`config.mk`:
```
export PLATFORM = sky130hd
export DESIGN_NAME = window_scan_ctrl_flat
export DESIGN_NICKNAME = d
export VERILOG_FILES = /design/src/rtl/window_scan_ctrl_pkg.sv /design/src/rtl/window_scan_ctrl_if.sv /design/src/rtl/window_scan_timer.sv /design/src/rtl/window_scan_ctrl.sv /design/src/flat_wrapper.sv
export SDC_FILE = /design/constraint.sdc
export NUM_CORES = 1
export LEC_CHECK = 0
export BUFFER_PORTS_ARGS = -buffer_cell sky130_fd_sc_hd__buf_2
export CAP_MARGIN = 0
export CORE_ASPECT_RATIO = 0.8
export CORE_MARGIN = 2
export CORE_UTILIZATION = 54
export CTS_CLUSTER_DIAMETER = 200
export DETAILED_ROUTE_END_ITERATION = 16
export MAX_ROUTING_LAYER = met4
export PLACE_DENSITY = 0.9
export REMOVE_ABC_BUFFERS = 1
export SKIP_CTS_REPAIR_TIMING = 1
export SYNTH_ARGS = -nofsm -noshare
export SYNTH_HDL_FRONTEND = slang
export SYNTH_SLANG_ARGS = --single-unit
```
`constraint.sdc`:
```
create_clock -name clk_i -period 2.11 [get_ports clk_i]
set_input_delay 0.211 -clock clk_i [delete_from_list [all_inputs] [get_ports clk_i]]
set_output_delay 0.211 -clock clk_i [all_outputs]
set_load 0.005 [all_outputs]
```
`src/rtl/window_scan_ctrl_pkg.sv`:
```
// Shared definitions for the window scan sequencer: sizing defaults, timing
// constants and the one-hot state encoding.
package window_scan_ctrl_pkg;

    localparam int unsigned NUM_CH_DEF      = 600;
    localparam int unsigned ADDR_W_DEF      = 10;
    localparam int unsigned SUM_W_DEF       = 8;
    localparam int unsigned INIT_CYCLES_DEF = 600;
    localparam int unsigned TIMEOUT_DEF     = 15;
    // FETCH + LATCH + START + 6 WAIT + REPORT against the nominal accumulator
    localparam int unsigned CH_LATENCY      = 10;

    typedef enum logic [6:0] {
        ST_INIT   = 7'b000_0001,
        ST_IDLE   = 7'b000_0010,
        ST_FETCH  = 7'b000_0100,
        ST_LATCH  = 7'b000_1000,
        ST_START  = 7'b001_0000,
        ST_WAIT   = 7'b010_0000,
        ST_REPORT = 7'b100_0000
    } state_e;

    function automatic int unsigned max_u(input int unsigned a, input int unsigned b);
        return (a > b) ? a : b;
    endfunction

endpackage

```
`src/rtl/window_scan_ctrl_if.sv`:
```
// Bundle of the sequencer's frame control, sample buffer, accumulator and
// result signals. master = sequencer side, slave = surrounding logic.
interface window_scan_ctrl_if
    import window_scan_ctrl_pkg::*;
#(
    parameter int unsigned ADDR_W = ADDR_W_DEF,
    parameter int unsigned SUM_W  = SUM_W_DEF
);
    logic              frame_start;
    logic [SUM_W-1:0]  threshold;
    logic              smp_rden;
    logic [ADDR_W-1:0] smp_addr;
    logic              smp_data;
    logic              sw_start;
    logic [ADDR_W-1:0] sw_addr;
    logic              sw_bits;
    logic              sw_done;
    logic [SUM_W-1:0]  sw_sum;
    logic              res_valid;
    logic [ADDR_W-1:0] res_addr;
    logic [SUM_W-1:0]  res_sum;
    logic              res_hit;
    logic [ADDR_W-1:0] hit_count;
    logic              frame_done;
    logic              timeout_err;
    logic              ready;
    logic              busy;

    modport master (
        input  frame_start, threshold, smp_data, sw_done, sw_sum,
        output smp_rden, smp_addr, sw_start, sw_addr, sw_bits,
               res_valid, res_addr, res_sum, res_hit, hit_count,
               frame_done, timeout_err, ready, busy
    );

    modport slave (
        output frame_start, threshold, smp_data, sw_done, sw_sum,
        input  smp_rden, smp_addr, sw_start, sw_addr, sw_bits,
               res_valid, res_addr, res_sum, res_hit, hit_count,
               frame_done, timeout_err, ready, busy
    );

endinterface

```
`src/rtl/window_scan_timer.sv`:
```
// Loadable down-counter with an expiry flag; shared between the power-up
// clear wait and the accumulator done timeout.
module window_scan_timer #(
    parameter int unsigned     W         = 10,
    parameter logic [W-1:0]    RESET_VAL = '0
) (
    input  logic         clk_i,
    input  logic         reset_i,
    input  logic         load_i,
    input  logic [W-1:0] load_val_i,
    output logic         expired_o
);

    logic [W-1:0] count_q;
    logic [W-1:0] count_d;

    always_comb begin
        count_d = count_q;
        if (load_i) begin
            count_d = load_val_i;
        end else if (count_q != '0) begin
            count_d = count_q - 1'b1;
        end
    end

    always_ff @(posedge clk_i or posedge reset_i) begin
        if (reset_i) begin
            count_q <= RESET_VAL;
        end else begin
            count_q <= count_d;
        end
    end

    assign expired_o = (count_q == '0);

endmodule

```
`src/rtl/window_scan_ctrl.sv`:
```
// Frame scan sequencer: per channel fetch one sample bit, run one accumulator
// update, and report the window sum with a threshold-hit flag.
module window_scan_ctrl
    import window_scan_ctrl_pkg::*;
#(
    parameter int unsigned NUM_CH      = NUM_CH_DEF,
    parameter int unsigned ADDR_W      = ADDR_W_DEF,
    parameter int unsigned SUM_W       = SUM_W_DEF,
    parameter int unsigned INIT_CYCLES = INIT_CYCLES_DEF,
    parameter int unsigned TIMEOUT     = TIMEOUT_DEF
) (
    input logic                clk_i,
    input logic                reset_i,
    window_scan_ctrl_if.master bus
);

    localparam int unsigned       TMR_W    = $clog2(max_u(INIT_CYCLES, TIMEOUT) + 1);
    localparam logic [ADDR_W-1:0] LAST_CH  = ADDR_W'(NUM_CH - 1);
    localparam logic [ADDR_W-1:0] MAX_HITS = ADDR_W'(NUM_CH);

    state_e            state_q;
    state_e            state_d;
    logic [ADDR_W-1:0] ch_q;
    logic [SUM_W-1:0]  thr_q;
    logic [SUM_W-1:0]  sum_q;
    logic              hit_q;
    logic              bits_q;
    logic [ADDR_W-1:0] hit_count_q;
    logic              timeout_err_q;

    logic              tmr_load;
    logic              tmr_expired;
    logic              accept;
    logic              capture;
    logic              sum_hit;

    // Reset value covers the post-reset RAM clear; START reloads it for WAIT.
    window_scan_timer #(
        .W         (TMR_W),
        .RESET_VAL (TMR_W'(INIT_CYCLES - 1))
    ) u_timer (
        .clk_i      (clk_i),
        .reset_i    (reset_i),
        .load_i     (tmr_load),
        .load_val_i (TMR_W'(TIMEOUT - 1)),
        .expired_o  (tmr_expired)
    );

    assign accept  = (state_q == ST_IDLE) && bus.frame_start;
    assign capture = (state_q == ST_WAIT) && bus.sw_done;
    assign sum_hit = (bus.sw_sum >= thr_q);

    always_comb begin
        state_d  = state_q;
        tmr_load = 1'b0;
        unique case (state_q)
            ST_INIT:   if (tmr_expired) state_d = ST_IDLE;
            ST_IDLE:   if (bus.frame_start) state_d = ST_FETCH;
            ST_FETCH:  state_d = ST_LATCH;
            ST_LATCH:  state_d = ST_START;
            ST_START: begin
                state_d  = ST_WAIT;
                tmr_load = 1'b1;
            end
            ST_WAIT: begin
                if (bus.sw_done) begin
                    state_d = ST_REPORT;
                end else if (tmr_expired) begin
                    state_d = ST_IDLE;
                end
            end
            ST_REPORT: state_d = (ch_q == LAST_CH) ? ST_IDLE : ST_FETCH;
            default:   state_d = ST_INIT;
        endcase
    end

    always_ff @(posedge clk_i or posedge reset_i) begin
        if (reset_i) begin
            state_q <= ST_INIT;
        end else begin
            state_q <= state_d;
        end
    end

    always_ff @(posedge clk_i or posedge reset_i) begin
        if (reset_i) begin
            ch_q          <= '0;
            thr_q         <= '0;
            sum_q         <= '0;
            hit_q         <= 1'b0;
            bits_q        <= 1'b0;
            hit_count_q   <= '0;
            timeout_err_q <= 1'b0;
        end else begin
            timeout_err_q <= (state_q == ST_WAIT) && !bus.sw_done && tmr_expired;
            if (accept) begin
                ch_q        <= '0;
                hit_count_q <= '0;
                thr_q       <= bus.threshold;
            end
            if (state_q == ST_LATCH) begin
                bits_q <= bus.smp_data;
            end
            // hit_count already includes the channel shown during REPORT
            if (capture) begin
                sum_q <= bus.sw_sum;
                hit_q <= sum_hit;
                if (sum_hit && hit_count_q != MAX_HITS) begin
                    hit_count_q <= hit_count_q + 1'b1;
                end
            end
            if (state_q == ST_REPORT && ch_q != LAST_CH) begin
                ch_q <= ch_q + 1'b1;
            end
        end
    end

    assign bus.smp_rden    = (state_q == ST_FETCH);
    assign bus.smp_addr    = ch_q;
    assign bus.sw_start    = (state_q == ST_START);
    assign bus.sw_addr     = ch_q;
    assign bus.sw_bits     = bits_q;
    assign bus.res_valid   = (state_q == ST_REPORT);
    assign bus.res_addr    = ch_q;
    assign bus.res_sum     = sum_q;
    assign bus.res_hit     = hit_q;
    assign bus.hit_count   = hit_count_q;
    assign bus.frame_done  = (state_q == ST_REPORT) && (ch_q == LAST_CH);
    assign bus.timeout_err = timeout_err_q;
    assign bus.ready       = (state_q == ST_IDLE);
    assign bus.busy        = (state_q == ST_FETCH) || (state_q == ST_LATCH) ||
                             (state_q == ST_START) || (state_q == ST_WAIT)  ||
                             (state_q == ST_REPORT);

endmodule

```
`src/flat_wrapper.sv`:
```
// flat-port wrapper written by rule: the top's interface ports become plain ports
module window_scan_ctrl_flat import window_scan_ctrl_pkg::*;
#(
    parameter int unsigned NUM_CH      = NUM_CH_DEF,
    parameter int unsigned ADDR_W      = ADDR_W_DEF,
    parameter int unsigned SUM_W       = SUM_W_DEF,
    parameter int unsigned INIT_CYCLES = INIT_CYCLES_DEF,
    parameter int unsigned TIMEOUT     = TIMEOUT_DEF
)
  (clk_i, reset_i, bus_frame_start, bus_threshold, bus_smp_data, bus_sw_done, bus_sw_sum, bus_smp_rden, bus_smp_addr, bus_sw_start, bus_sw_addr, bus_sw_bits, bus_res_valid, bus_res_addr, bus_res_sum, bus_res_hit, bus_hit_count, bus_frame_done, bus_timeout_err, bus_ready, bus_busy);
  window_scan_ctrl_if #(.ADDR_W(ADDR_W), .SUM_W(SUM_W)) bus_i ();
  input logic clk_i;
  input logic reset_i;
  input wire logic [$bits(bus_i.frame_start)-1:0] bus_frame_start;
  input wire logic [$bits(bus_i.threshold)-1:0] bus_threshold;
  input wire logic [$bits(bus_i.smp_data)-1:0] bus_smp_data;
  input wire logic [$bits(bus_i.sw_done)-1:0] bus_sw_done;
  input wire logic [$bits(bus_i.sw_sum)-1:0] bus_sw_sum;
  output wire logic [$bits(bus_i.smp_rden)-1:0] bus_smp_rden;
  output wire logic [$bits(bus_i.smp_addr)-1:0] bus_smp_addr;
  output wire logic [$bits(bus_i.sw_start)-1:0] bus_sw_start;
  output wire logic [$bits(bus_i.sw_addr)-1:0] bus_sw_addr;
  output wire logic [$bits(bus_i.sw_bits)-1:0] bus_sw_bits;
  output wire logic [$bits(bus_i.res_valid)-1:0] bus_res_valid;
  output wire logic [$bits(bus_i.res_addr)-1:0] bus_res_addr;
  output wire logic [$bits(bus_i.res_sum)-1:0] bus_res_sum;
  output wire logic [$bits(bus_i.res_hit)-1:0] bus_res_hit;
  output wire logic [$bits(bus_i.hit_count)-1:0] bus_hit_count;
  output wire logic [$bits(bus_i.frame_done)-1:0] bus_frame_done;
  output wire logic [$bits(bus_i.timeout_err)-1:0] bus_timeout_err;
  output wire logic [$bits(bus_i.ready)-1:0] bus_ready;
  output wire logic [$bits(bus_i.busy)-1:0] bus_busy;
  assign bus_i.frame_start = bus_frame_start;
  assign bus_i.threshold = bus_threshold;
  assign bus_i.smp_data = bus_smp_data;
  assign bus_i.sw_done = bus_sw_done;
  assign bus_i.sw_sum = bus_sw_sum;
  assign bus_smp_rden = bus_i.smp_rden;
  assign bus_smp_addr = bus_i.smp_addr;
  assign bus_sw_start = bus_i.sw_start;
  assign bus_sw_addr = bus_i.sw_addr;
  assign bus_sw_bits = bus_i.sw_bits;
  assign bus_res_valid = bus_i.res_valid;
  assign bus_res_addr = bus_i.res_addr;
  assign bus_res_sum = bus_i.res_sum;
  assign bus_res_hit = bus_i.res_hit;
  assign bus_hit_count = bus_i.hit_count;
  assign bus_frame_done = bus_i.frame_done;
  assign bus_timeout_err = bus_i.timeout_err;
  assign bus_ready = bus_i.ready;
  assign bus_busy = bus_i.busy;
  window_scan_ctrl #(.NUM_CH(NUM_CH), .ADDR_W(ADDR_W), .SUM_W(SUM_W), .INIT_CYCLES(INIT_CYCLES), .TIMEOUT(TIMEOUT)) u_core (.clk_i(clk_i), .reset_i(reset_i), .bus(bus_i));
endmodule
```
==> impl_metrics.csv <==
group,metric,value,unit
worst_setup_path,critical_path_class,"register to output port",
global_route,antenna_found_initial,0,
worst_setup_path,reg2reg_slack,0.10,ns
clocking,cts_max_level,2,
worst_setup_path,crit_fanout,7,
sta,maxSlewViolCount,0,
global_route,grt_max_degree,26,
outcome,status,"completed",
die,ios,78,
die,die_w,90.6,microns
pwr,power_frac_clock,26.2,%
synthesis,synth_common_cells,"55 x nand2_1, 49 x dfrtp_1, 27 x inv_1",
clocking,cts-root-buf,"clkbuf_8",
global_route,grt_pass1_vias,2629,
synthesis,synth_area_per_cell,9.04,sq um
sta,setup_violations,0,
routing,drt_pass1_iterations,4,
synthesis,syn_inst,358,
synthesis,synthMostInstantiatedCell,"nand2_1",
die,row_count,25,
synthesis,ys_ff_latch,56,
layout,drive_gt1_share,30.4,%
pwr,p_leak,1.97,nW
routing,viasPerCell,5.69,
synthesis,yosysSeqAreaShare,43.5,%
sta,fin_ws,0.0914,ns
worst_setup_path,endpoint,"bus_frame_done",
synthesis,synth.largest_area_cell,"dfrtp_1",
die,core-area,0.00585,sq mm
routing,drc,0,
worst_setup_path,r2r-end,"u_core.bus.hit_count[2]",
pwr,powerDensity,760,mW/mm^2
sta,fmax,495,MHz
worst_setup_path,startpoint,"u_core.bus.res_addr[7]",
placement,globalplace.congestion,0.907,
worst_setup_path,start_kind,"register",
routing,wl,8170,microns
job,cap_violations,0,
placement,io_buffers,77,
layout,nets,466,
layout,seqCellArea,0.00141,sq mm
routing,wl_per_cell,15.9,microns
synthesis,synthFlopType,"dfrtp_1",
synthesis,async_flop_share,100,%
synthesis,yosysUniqueCellTypes,53,
sta,layout_min_cycle_time,2.02,ns
worst_setup_path,worstRegToRegCells,7,
worst_setup_path,reg2reg_from,"u_core.thr_q[5]",
routing,vias,2928,
sta,holdWs,0.0824,ns
layout,fillers,445,
sta,maxSlewHeadroom,54.5,%
clocking,cts_made_buffers,5,
layout,multi_input_area,0.00153,sq mm
sta,worst_pin_slew,0.676,ns
clocking,path_clk_slew,0.11,ns
clocking,clk_path_buf_depth,2,
worst_hold_path,min_path_type,"input pin to register",
pwr,switchingPower,0.919,mW
sta,finalHoldViolCount,0,
pwr,power,2.90,mW
global_route,grt_pass1_wl,12700,microns
clocking,cts_tree,"yes",
layout,utilization,65.3,%
worst_setup_path,required,1.90,ns
layout,area_growth,18.0,%
pwr,p_seq_share,50.1,%
synthesis,synth_warnings,0,
worst_setup_path,end_kind,"output port",
clocking,clk_latency,0.33,ns
layout,stdcell_count,515,
synthesis,synth_area_leaders,"dfrtp_1 38%, nand2_1 6.4%, dfstp_2 5.7%",
routing,route.antenna.remaining_nets,0,
synthesis,syn_area,0.00324,sq mm
clocking,clkSinkCount,56,
placement,place_inst,501,
pwr,combPwrFrac,23.7,%
die,initial_core_util,55.4,%
placement,dpl.hpwl,5680,microns
synthesis,synth-edff-count,0,
placement,place_worst_setup_slack,0.0807,ns
die,die-area,0.00664,sq mm
synthesis,synth_top_area_share,37.9,%
pwr,switching_share,31.7,%
layout,n_antenna_cell,0,
sta,period_share,95.7,%
worst_hold_path,hp-start,"bus_smp_data",
pwr,p_int,1.98,mW
routing,initialDrtViolationCount,231,
worst_setup_path,cp.arrival,1.81,ns
die,die_h,73.3,microns
pwr,peakVddDrop,0.424,mV
global_route,grt_usage,24.9,%
sta,clock_skew,0.0178,ns
global_route,grt-ovfl-total,0,
[placed cells by master, fill, tap and decap left out, types with 3 or more instances in the layout]
master,netlist,layout
nor2b_1,5,5
dfrtp_1,49,47
a21oi_1,8,8
dfstp_2,7,7
and3_1,7,7
o21ai_1,12,12
ha_1,12,12
o211ai_1,4,4
nor3_1,10,10
nor3b_1,4,4
xnor2_1,5,5
a21o_1,5,5
o21ai_0,18,18
clkbuf_8,0,6
and2_1,3,3
inv_1,27,26
buf_2,4,77
buf_4,20,20
nand3_1,15,15
nand2_1,55,55
nor2_1,22,22
mux2i_1,4,4
nor4_1,5,4
o221ai_1,7,7
xor2_1,4,4
[worst min-delay path by stage]
stage                                endpoint  cells past startpoint
CTS                 u_core.u_timer.count_q[5]                      2
detailed placement  u_core.u_timer.count_q[5]                      2
global placement    u_core.u_timer.count_q[5]                      2
floorplan              u_core.bus.timeout_err                      1
global route           u_core.bus.timeout_err                      2
finish                     u_core.bus.sw_bits                      3
[logic make-up after synthesis]
| logic type | synth area share (%) |
|---|---|
| AND/OR/NAND/NOR | 25.1 |
| AO/OA/AOI/OAI | 12.9 |
| buffers and inverters | 9.78 |
| flip-flops | 43.5 |
| adder cells (fa/ha/maj) | 4.64 |
| XOR/XNOR | 2.43 |
| multiplexers | 1.58 |
[stage by stage]
stage                     area [sq um]  setup TNS [ns]
after floorplan                   3030           -1.32
after global placement            3630               0
after detailed placement          3630               0
after CTS                         3750         -0.0971
after global routing              3820         -0.0529
final                             3820               0
[layer usage]
metal | global-route usage [%] | wire length (microns) | vias up
met1 | 32.4 | 3340 | 1423
li1 | - | - | 1367
met3 | 4.41 | 534 | 14
met4 | 9.40 | 142 | 0
met2 | 39.8 | 4150 | 124
met5 | - | 0 | -
[critical path, cell delays in order (launching register included)]
cell and delay [ns]:
dfrtp_2 0.46, or4b_4 0.54, nor3_4 0.19, and2_1 0.18
buf_2 0.12
[flip-flops by register name (all words and copies together), names as in the netlist]
| name | count |
|---|---|
| u_core.state_q | 7 |
| u_core.bus.res_hit | 1 |
| u_core.bus.res_sum | 8 |
| u_core.bus.sw_bits | 1 |
| u_core.bus.timeout_err | 1 |
| u_core.bus.res_addr | 10 |
| u_core.thr_q | 8 |
| u_core.u_timer.count_q | 10 |
| u_core.bus.hit_count | 10 |
[cell type report]
class | instances | share of cell area, %
Multi-Input combinational cell | 242 | 40.0
Sequential cell | 56 | 37.0
Timing Repair Buffer | 98 | 14.3
Inverter | 30 | 2.95
Tap cell | 81 | 2.65
Clock buffer | 6 | 2.16
Clock inverter | 2 | 1.02
[power by group through the flow]
stage                     combinational, mW  clock (mW)  sequential, mW
after floorplan                       0.425           0            1.44
after global placement                0.593           0            1.46
after detailed placement              0.649           0            1.47
after CTS                             0.660       0.761            1.45
after global routing                  0.761       0.815            1.48
final                                 0.687       0.760            1.46
(Power assumes the default switching activity.)
